--- src/rtl/mem_access_pkg.sv ---
// rtl/mem_access_pkg.sv - shared encodings, FSM states and helpers for mem_access_unit
package mem_access_pkg;

   localparam int DEFAULT_ADDR_W = 10;

   localparam logic [1:0] SZ_BYTE = 2'b00;
   localparam logic [1:0] SZ_HALF = 2'b01;
   localparam logic [1:0] SZ_WORD = 2'b10;
   localparam logic [1:0] SZ_ILL  = 2'b11;

   typedef enum logic [2:0] {
      S_IDLE,
      S_LD_RD,
      S_LD_CAP,
      S_ST_WR,
      S_RMW_RD,
      S_RMW_WR,
      S_RESP
   } state_e;

   // Requests that must be rejected without touching the cache.
   function automatic logic is_bad_req(input logic [1:0] size, input logic [1:0] lane);
      return (size == SZ_ILL) ||
             (size == SZ_HALF && lane[0]) ||
             (size == SZ_WORD && lane != 2'b00);
   endfunction

endpackage

--- src/rtl/lane_align.sv ---
// rtl/lane_align.sv - combinational lane extract/extend for loads and lane merge for sub-word stores
module lane_align
   import mem_access_pkg::*;
(
   input  logic [31:0] rdata,
   input  logic [1:0]  lane,
   input  logic [1:0]  size,
   input  logic        signed_ext,
   input  logic [31:0] wdata,
   output logic [31:0] load_data,
   output logic [31:0] merge_data
);

   logic [31:0] shifted;
   logic [7:0]  byte_sel;
   logic [15:0] half_sel;

   always_comb begin
      shifted  = rdata >> {lane, 3'b000};
      byte_sel = shifted[7:0];
      half_sel = lane[1] ? rdata[31:16] : rdata[15:0];

      case (size)
         SZ_BYTE: load_data = {{24{signed_ext & byte_sel[7]}}, byte_sel};
         SZ_HALF: load_data = {{16{signed_ext & half_sel[15]}}, half_sel};
         default: load_data = rdata;
      endcase

      merge_data = rdata;
      if (size == SZ_BYTE) begin
         case (lane)
            2'd0:    merge_data[7:0]   = wdata[7:0];
            2'd1:    merge_data[15:8]  = wdata[7:0];
            2'd2:    merge_data[23:16] = wdata[7:0];
            default: merge_data[31:24] = wdata[7:0];
         endcase
      end else if (size == SZ_HALF) begin
         if (lane[1]) merge_data[31:16] = wdata[15:0];
         else         merge_data[15:0]  = wdata[15:0];
      end
   end

endmodule

--- src/rtl/mem_access_unit.sv ---
// rtl/mem_access_unit.sv - load/store initiator driving a word-organised data cache
module mem_access_unit
   import mem_access_pkg::*;
#(
   parameter int ADDR_W = DEFAULT_ADDR_W
) (
   input  logic              clk,
   input  logic              reset,
   input  logic              req_valid,
   output logic              req_ready,
   input  logic              req_we,
   input  logic [1:0]        req_size,
   input  logic              req_signed,
   input  logic [ADDR_W-1:0] req_addr,
   input  logic [31:0]       req_wdata,
   output logic              resp_valid,
   input  logic              resp_ready,
   output logic [31:0]       resp_rdata,
   output logic              resp_err,
   output logic [ADDR_W-3:0] mem_addr,
   output logic [31:0]       mem_data,
   output logic              mem_read,
   output logic              mem_write,
   input  logic [31:0]       mem_rdata
);

   state_e            state_q, state_d;
   logic [ADDR_W-1:0] addr_q, addr_d;
   logic [1:0]        size_q, size_d;
   logic              signed_q, signed_d;
   logic              we_q, we_d;
   logic [31:0]       wdata_q, wdata_d;
   logic [31:0]       rdata_q, rdata_d;
   logic              err_q, err_d;

   logic [31:0] load_data;
   logic [31:0] merge_data;

   lane_align u_lane_align (
      .rdata      (mem_rdata),
      .lane       (addr_q[1:0]),
      .size       (size_q),
      .signed_ext (signed_q),
      .wdata      (wdata_q),
      .load_data  (load_data),
      .merge_data (merge_data)
   );

   always_comb begin
      state_d  = state_q;
      addr_d   = addr_q;
      size_d   = size_q;
      signed_d = signed_q;
      we_d     = we_q;
      wdata_d  = wdata_q;
      rdata_d  = rdata_q;
      err_d    = err_q;

      case (state_q)
         S_IDLE: begin
            if (req_valid) begin
               addr_d   = req_addr;
               size_d   = req_size;
               signed_d = req_signed;
               we_d     = req_we;
               wdata_d  = req_wdata;
               rdata_d  = '0;
               err_d    = 1'b0;
               if (is_bad_req(req_size, req_addr[1:0])) begin
                  err_d   = 1'b1;
                  state_d = S_RESP;
               end else if (!req_we) begin
                  state_d = S_LD_RD;
               end else if (req_size == SZ_WORD) begin
                  state_d = S_ST_WR;
               end else begin
                  state_d = S_RMW_RD;
               end
            end
         end
         S_LD_RD:  state_d = S_LD_CAP;
         S_LD_CAP: begin
            rdata_d = load_data;
            state_d = S_RESP;
         end
         S_ST_WR:  state_d = S_RESP;
         S_RMW_RD: state_d = S_RMW_WR;
         S_RMW_WR: state_d = S_RESP;
         S_RESP: begin
            if (resp_ready) state_d = S_IDLE;
         end
         default:  state_d = S_IDLE;
      endcase
   end

   always_ff @(posedge clk) begin
      if (reset) begin
         state_q  <= S_IDLE;
         addr_q   <= '0;
         size_q   <= SZ_BYTE;
         signed_q <= 1'b0;
         we_q     <= 1'b0;
         wdata_q  <= '0;
         rdata_q  <= '0;
         err_q    <= 1'b0;
      end else begin
         state_q  <= state_d;
         addr_q   <= addr_d;
         size_q   <= size_d;
         signed_q <= signed_d;
         we_q     <= we_d;
         wdata_q  <= wdata_d;
         rdata_q  <= rdata_d;
         err_q    <= err_d;
      end
   end

   // Cache strobes decode straight from state so a write in flight at reset still lands.
   always_comb begin
      req_ready  = (state_q == S_IDLE);
      resp_valid = (state_q == S_RESP);
      resp_rdata = rdata_q;
      resp_err   = err_q;
      mem_read   = (state_q == S_LD_RD) || (state_q == S_RMW_RD);
      mem_write  = (state_q == S_ST_WR) || (state_q == S_RMW_WR);
      mem_addr   = (state_q == S_IDLE) ? '0 : addr_q[ADDR_W-1:2];
      mem_data   = (state_q == S_RMW_WR) ? merge_data : wdata_q;
   end

endmodule
--- config.mk ---
export PLATFORM = sky130hd
export DESIGN_NAME = mem_access_unit
export DESIGN_NICKNAME = d
export VERILOG_FILES = /design/src/rtl/mem_access_pkg.sv /design/src/rtl/lane_align.sv /design/src/rtl/mem_access_unit.sv
export SDC_FILE = /design/constraint.sdc
export NUM_CORES = 1
export LEC_CHECK = 0
export ABC_CLOCK_PERIOD_IN_PS = 2850
export BUFFER_PORTS_ARGS = -buffer_cell sky130_fd_sc_hd__buf_4
export CAP_MARGIN = 20
export CORE_UTILIZATION = 54
export CTS_CLUSTER_SIZE = 12
export DETAILED_ROUTE_END_ITERATION = 6
export GPL_TIMING_DRIVEN = 0
export PLACE_DENSITY = 0.86
export SETUP_SLACK_MARGIN = 0.5
export SKIP_CTS_REPAIR_TIMING = 1
export SYNTH_ARGS = -nofsm -noshare
export SYNTH_HDL_FRONTEND = slang
export SYNTH_SLANG_ARGS = --single-unit
export TNS_END_PERCENT = 50
--- constraint.sdc ---
create_clock -name clk -period 2.85 [get_ports clk]
set_input_delay 0.1425 -clock clk [delete_from_list [all_inputs] [get_ports clk]]
set_output_delay 0.1425 -clock clk [all_outputs]
set_load 0.01 [all_outputs]
# == Word level (Yosys, flattened, before mapping) ==
# Cells that the tools add are included.
# W data, S select, Z words.
# classes
add_sub_neg,0
mul,0
n_div,0
order_cmp,0
n_eq_ne,14
shift,1
mux,21
n_bitwise,2
n_reduce_logical,16
# op_table
op,count
$mux W32,4
$pmux W32 S2,2
$mux W16,3
$mux W8,5
$shr A32 B5 Y8,1
$mux W3,5
$pmux W3 S5,1
$eq A3 B3 Y1 const B,3
$eq A2 B1 Y1 const B,3
$eq A2 B2 Y1 const B,3
$eq A3 B2 Y1 const B,2
$reduce_and A2 Y1,3
$reduce_or A3 Y1,2
$logic_not A2 Y1,2
$logic_or A1 B1 Y1,4
$reduce_bool A2 Y1,2
$eq A3 B1 Y1 const B,1
$logic_not A3 Y1,1
$and A1 B1 Y1,2
$logic_and A1 B1 Y1,2
$ne A2 B1 Y1 const B,1
$ne A2 B2 Y1 const B,1
$mux W1,1
# totals
reg_bits,81
latch_bits,0
ramBits,0
rom_bits,0
inputBits,82
output_inout_bits,77
mem_count,0

# == Depth between registers and ports, before layout ==
# logic_depth
depth_word,7
mapped_depth,8
depth_no_buf,4

# == Hierarchy ==
# From an unflattened synthesis, not the netlist that was laid out.
# unflattened
hier_cells,604
hier_area_um2,4829.6
# by_module_without_submodules
mod,n_inst,cells_each,area_per_inst_um2,seq_area_each_um2
mem_access_unit,1,425,3460.8,1621.6
lane_align,1,179,1368.8,0.0

# == Worst setup path before layout ==
# OpenSTA, ideal clock, no wires.
# synth_path
path_kind,reg2out
startpoint,reg state_q[2]
endpoint,out mem_data[0]
arrival_time_ns,1.643
required_time_ns,2.707
slack_ns,1.064
path_stages_with_launch,7
n_path_buf,2
cell_sequence,dfxtp_1 -> buf_2 -> nand2_1 -> or2_2 -> buf_2 -> a21oi_2 -> mux2_2
# synth_via
elab_chain_cells,2
# synth_lines
element,line,text
start: declaration,mem_access_unit.sv:27,"state_e state_q, state_d;"
start signal: assignment,mem_access_unit.sv:107,state_q <= state_d;
$eq A3 B3 Y1,mem_access_unit.sv:127,mem_data = (state_q == S_RMW_WR) ? merge_data : wdata_q;
$mux W32,mem_access_unit.sv:127,
end: declaration,mem_access_unit.sv:21,"output logic [31:0] mem_data,"
# Every way passes these cells.

# == Worst setup path after layout ==
# layout_path
startpoint,reg addr_q[0]
endpoint,out mem_data[30]
# layout_via
elab_chain_cells,5
word_cells_on_any_way,7
# layout_lines
element,line,text
start: declaration,mem_access_unit.sv:28,"logic [ADDR_W-1:0] addr_q, addr_d;"
start signal: assignment,mem_access_unit.sv:108,addr_q <= addr_d;
$eq A2 B1 Y1 (tied with other cells),lane_align.sv:31,case (lane)
$reduce_or A3 Y1 (no source line) (*),-,
$mux W8 (*),lane_align.sv:31,
$mux W32 (*),lane_align.sv:30,if (size == SZ_BYTE) begin
$mux W32 (*),mem_access_unit.sv:127,
# Every way passes the cells marked *; elsewhere a longest branch is shown, timed or not.

==> flow_summary.toml <==
[logic_synthesis]
synth_seq_cells = 81
synth-edff-count = 0
synthFlopType = "dfxtp_1"
avgSynthCellArea_sq_um = 7.82
yosys-top-cells-area = "dfxtp_1 38%, nand2_1 12%, a21oi_1 7.6%, a22o_1 4.5%, o21ai_0 4.1%"
synthCells = 548
synth_top_area_share_pct = 37.8
ys_warn_count = 0
synthTopCellsByCount = "134 x nand2_1, 81 x dfxtp_1, 65 x a21oi_1"
synth.most_common_cell = "nand2_1"
synthesis.nets = 630
synth_cell_types = 43
yosysTopAreaCell = "dfxtp_1"
synth-seq-area-share_pct = 37.8
synth_area_sq_um = 4290
synth-async-reset-ratio_pct = 0

[floorplanning]
num_io_pins = 159
core_area_sq_um = 7690
rows = 32
dieArea_sq_um = 8300
dieWidth_um = 91.1
die_h_um = 91.1
start_util_pct = 55.8

[global_route]
grt_pass1_vias = 4686
grt_pass1_wl_um = 23800
overflow = 0
antenna_found_initial = 0
grt_max_degree = 16
grt.total_usage_pct = 36.6

[cts]
cts_sinks = 81
clk_latency_ns = 0.36
path_clk_slew_ns = 0.09
cts_tree = "built"
htreeDepth = 3
numCtsBuffers = 9
cts-root-buf = "clkbuf_8"
ctsLongestPathBuffers = 2

[power_and_ir_drop]
vdd_drop_max_mv = 0.364
cellLeakagePower_nw = 2.45
power.density_nw_per_um2 = 544
power.total_mw = 3.22

[place]
gp_congestion = 0.918
place.detailed.hpwl_um = 11600
io_buffers = 158

[worst_setup_path]
path_class = "flip-flop to output pin"
worstPathArrival_ns = 2.21
worst-path-max-fanout = 10
end_kind = "output pin"
worst_setup_path_start_kind = "flip-flop"
path_cells = "clkbuf_1, clkbuf_2, nand2b_1, a21oi_1, a221oi_1, o21ai_0, buf_4"
required_ns = 2.71
crit_slowest_cell = "dfxtp_1"
cpPeakStageDelay_ns = 0.41

[detailed_routing]
viasPerCell = 6.13
firstDrtPassIters = 5
wl_um = 15500
drt-wirelength-per-cell_um = 18.7
vias = 5071
ant_nets = 0
drt_iter0_drc = 491
drc = 0

[final_layout]
nets = 802
nFillCells = 584
n_antenna_cell = 0
drive_gt1_share_pct = 31.3
final_util_pct = 77.0
syn_to_final_growth_pct = 38.0

[sta]
slew_headroom_pct = 46.8
tightestPinTransition_ns = 0.798
drv_slew = 0
timing.fmax_mhz = 425
fin_setup_tns_ns = 0
period_minus_slack_ns = 2.35
hold_slack_ns = 0.0149
min_period_over_period_pct = 82.5
hold_viol = 0
skew_ns = 0.0101
setup_viol_count_final = 0
rsz0062_at_grt = "true"

[outcome]
outcome = "finished, final reports clean"

[flow_run]
cap_viol_max_count = 0

[min_path]
hp-class = "input port to flip-flop"
-- stage by stage --
stage,std cells,setup WS [ns],cell area (sq um)
global placement,808,0.699,5600
detailed placement,808,0.651,5600
floorplan,548,1.06,4290
finish,827,0.499,5920
CTS,824,0.248,5810
global route,827,0.387,5920
-- flip-flops by register name, summed over array words and instances (netlist names) --
register	flops
wdata_q	32
size_q	2
state_q	3
resp_rdata	32
signed_q	1
addr_q	10
resp_err	1
-- where the power goes --
| group | internal [mW] | leakage, nW | switching [mW] |
|---|---|---|---|
| clock | 0.441 | 0.109 | 0.465 |
| sequential | 1.22 | 0.660 | 0.0770 |
| combinational | 0.441 | 1.68 | 0.577 |
| total | 2.10 | 2.45 | 1.12 |
-- cells in the final DEF (no fill, tap or decap), drive strengths merged, types with 2 or more instances in the layout --
cell,count
buf,180
nand2,134
dfxtp,81
a21oi,66
clkbuf,41
o21ai,35
a22o,22
a22oi,21
a221o,17
nor2,17
nand2b,10
nor2b,10
nand4b,9
a221oi,9
mux2,9
a31oi,8
inv,8
a211oi,7
a222oi,7
and2,6
or2,4
nor3,3
mux2i,2
o22ai,2
o211ai,2
nor3b,2
clkinv,2
-- final cells by class --
type / instances / area (sq um) / area share (%)
clock inverters: 6 / 72.6 / 1.23
clock buffers: 10 / 138 / 2.33
plain buffers: 50 / 251 / 4.25
inverters: 5 / 18.8 / 0.317
flip-flops and latches: 81 / 1620 / 27.5
multi-input cells: 412 / 2460 / 41.6
repair buffers: 161 / 1220 / 20.6
well taps: 102 / 128 / 2.16
-- path summary, 6_finish.rpt --
kind	slack, ns	cells after the start	startpoint	endpoint
max reg2reg	0.66	6	state_q[1]$_SDFFE_PP0P_	resp_rdata[3]$_SDFFE_PP0P_
min reg2reg	0.46	2	wdata_q[20]$_SDFFE_PP0P_	wdata_q[20]$_SDFFE_PP0P_
min	0.01	3	req_addr[7]	addr_q[7]$_SDFFE_PP0P_
max	0.50	7	addr_q[0]$_SDFFE_PP0P_	mem_data[30]
-- kinds of logic (layout without fill, tap and decap cells) --
kind of cell    after synthesis  count (layout)  synth area share (%)
compound gates              200             200                  31.3
xor+xnor                      2               2                 0.409
buf+inv                      55             232                  5.55
flops                        81              81                  37.8
mux                          12              12                  3.36
simple gates                198             198                  21.5
-- layer usage --
metal,track usage [%],share of wire (%),vias up
met5,0,0,-
met4,15.2,3.7,0
met3,5.28,10,53
met2,61.1,47,324
met1,47.2,39,2347
li1,-,-,2347
-- worst max-delay path: cells and delay by family (launching register included) --
kind,cells,cell delay [ns]
buffers and inverters,3,0.80
AOI/OAI and AO/OA,3,0.50
and+or+nand+nor,1,0.14
DFF,1,0.41
Note: power is estimated with default switching activity, not from simulation.
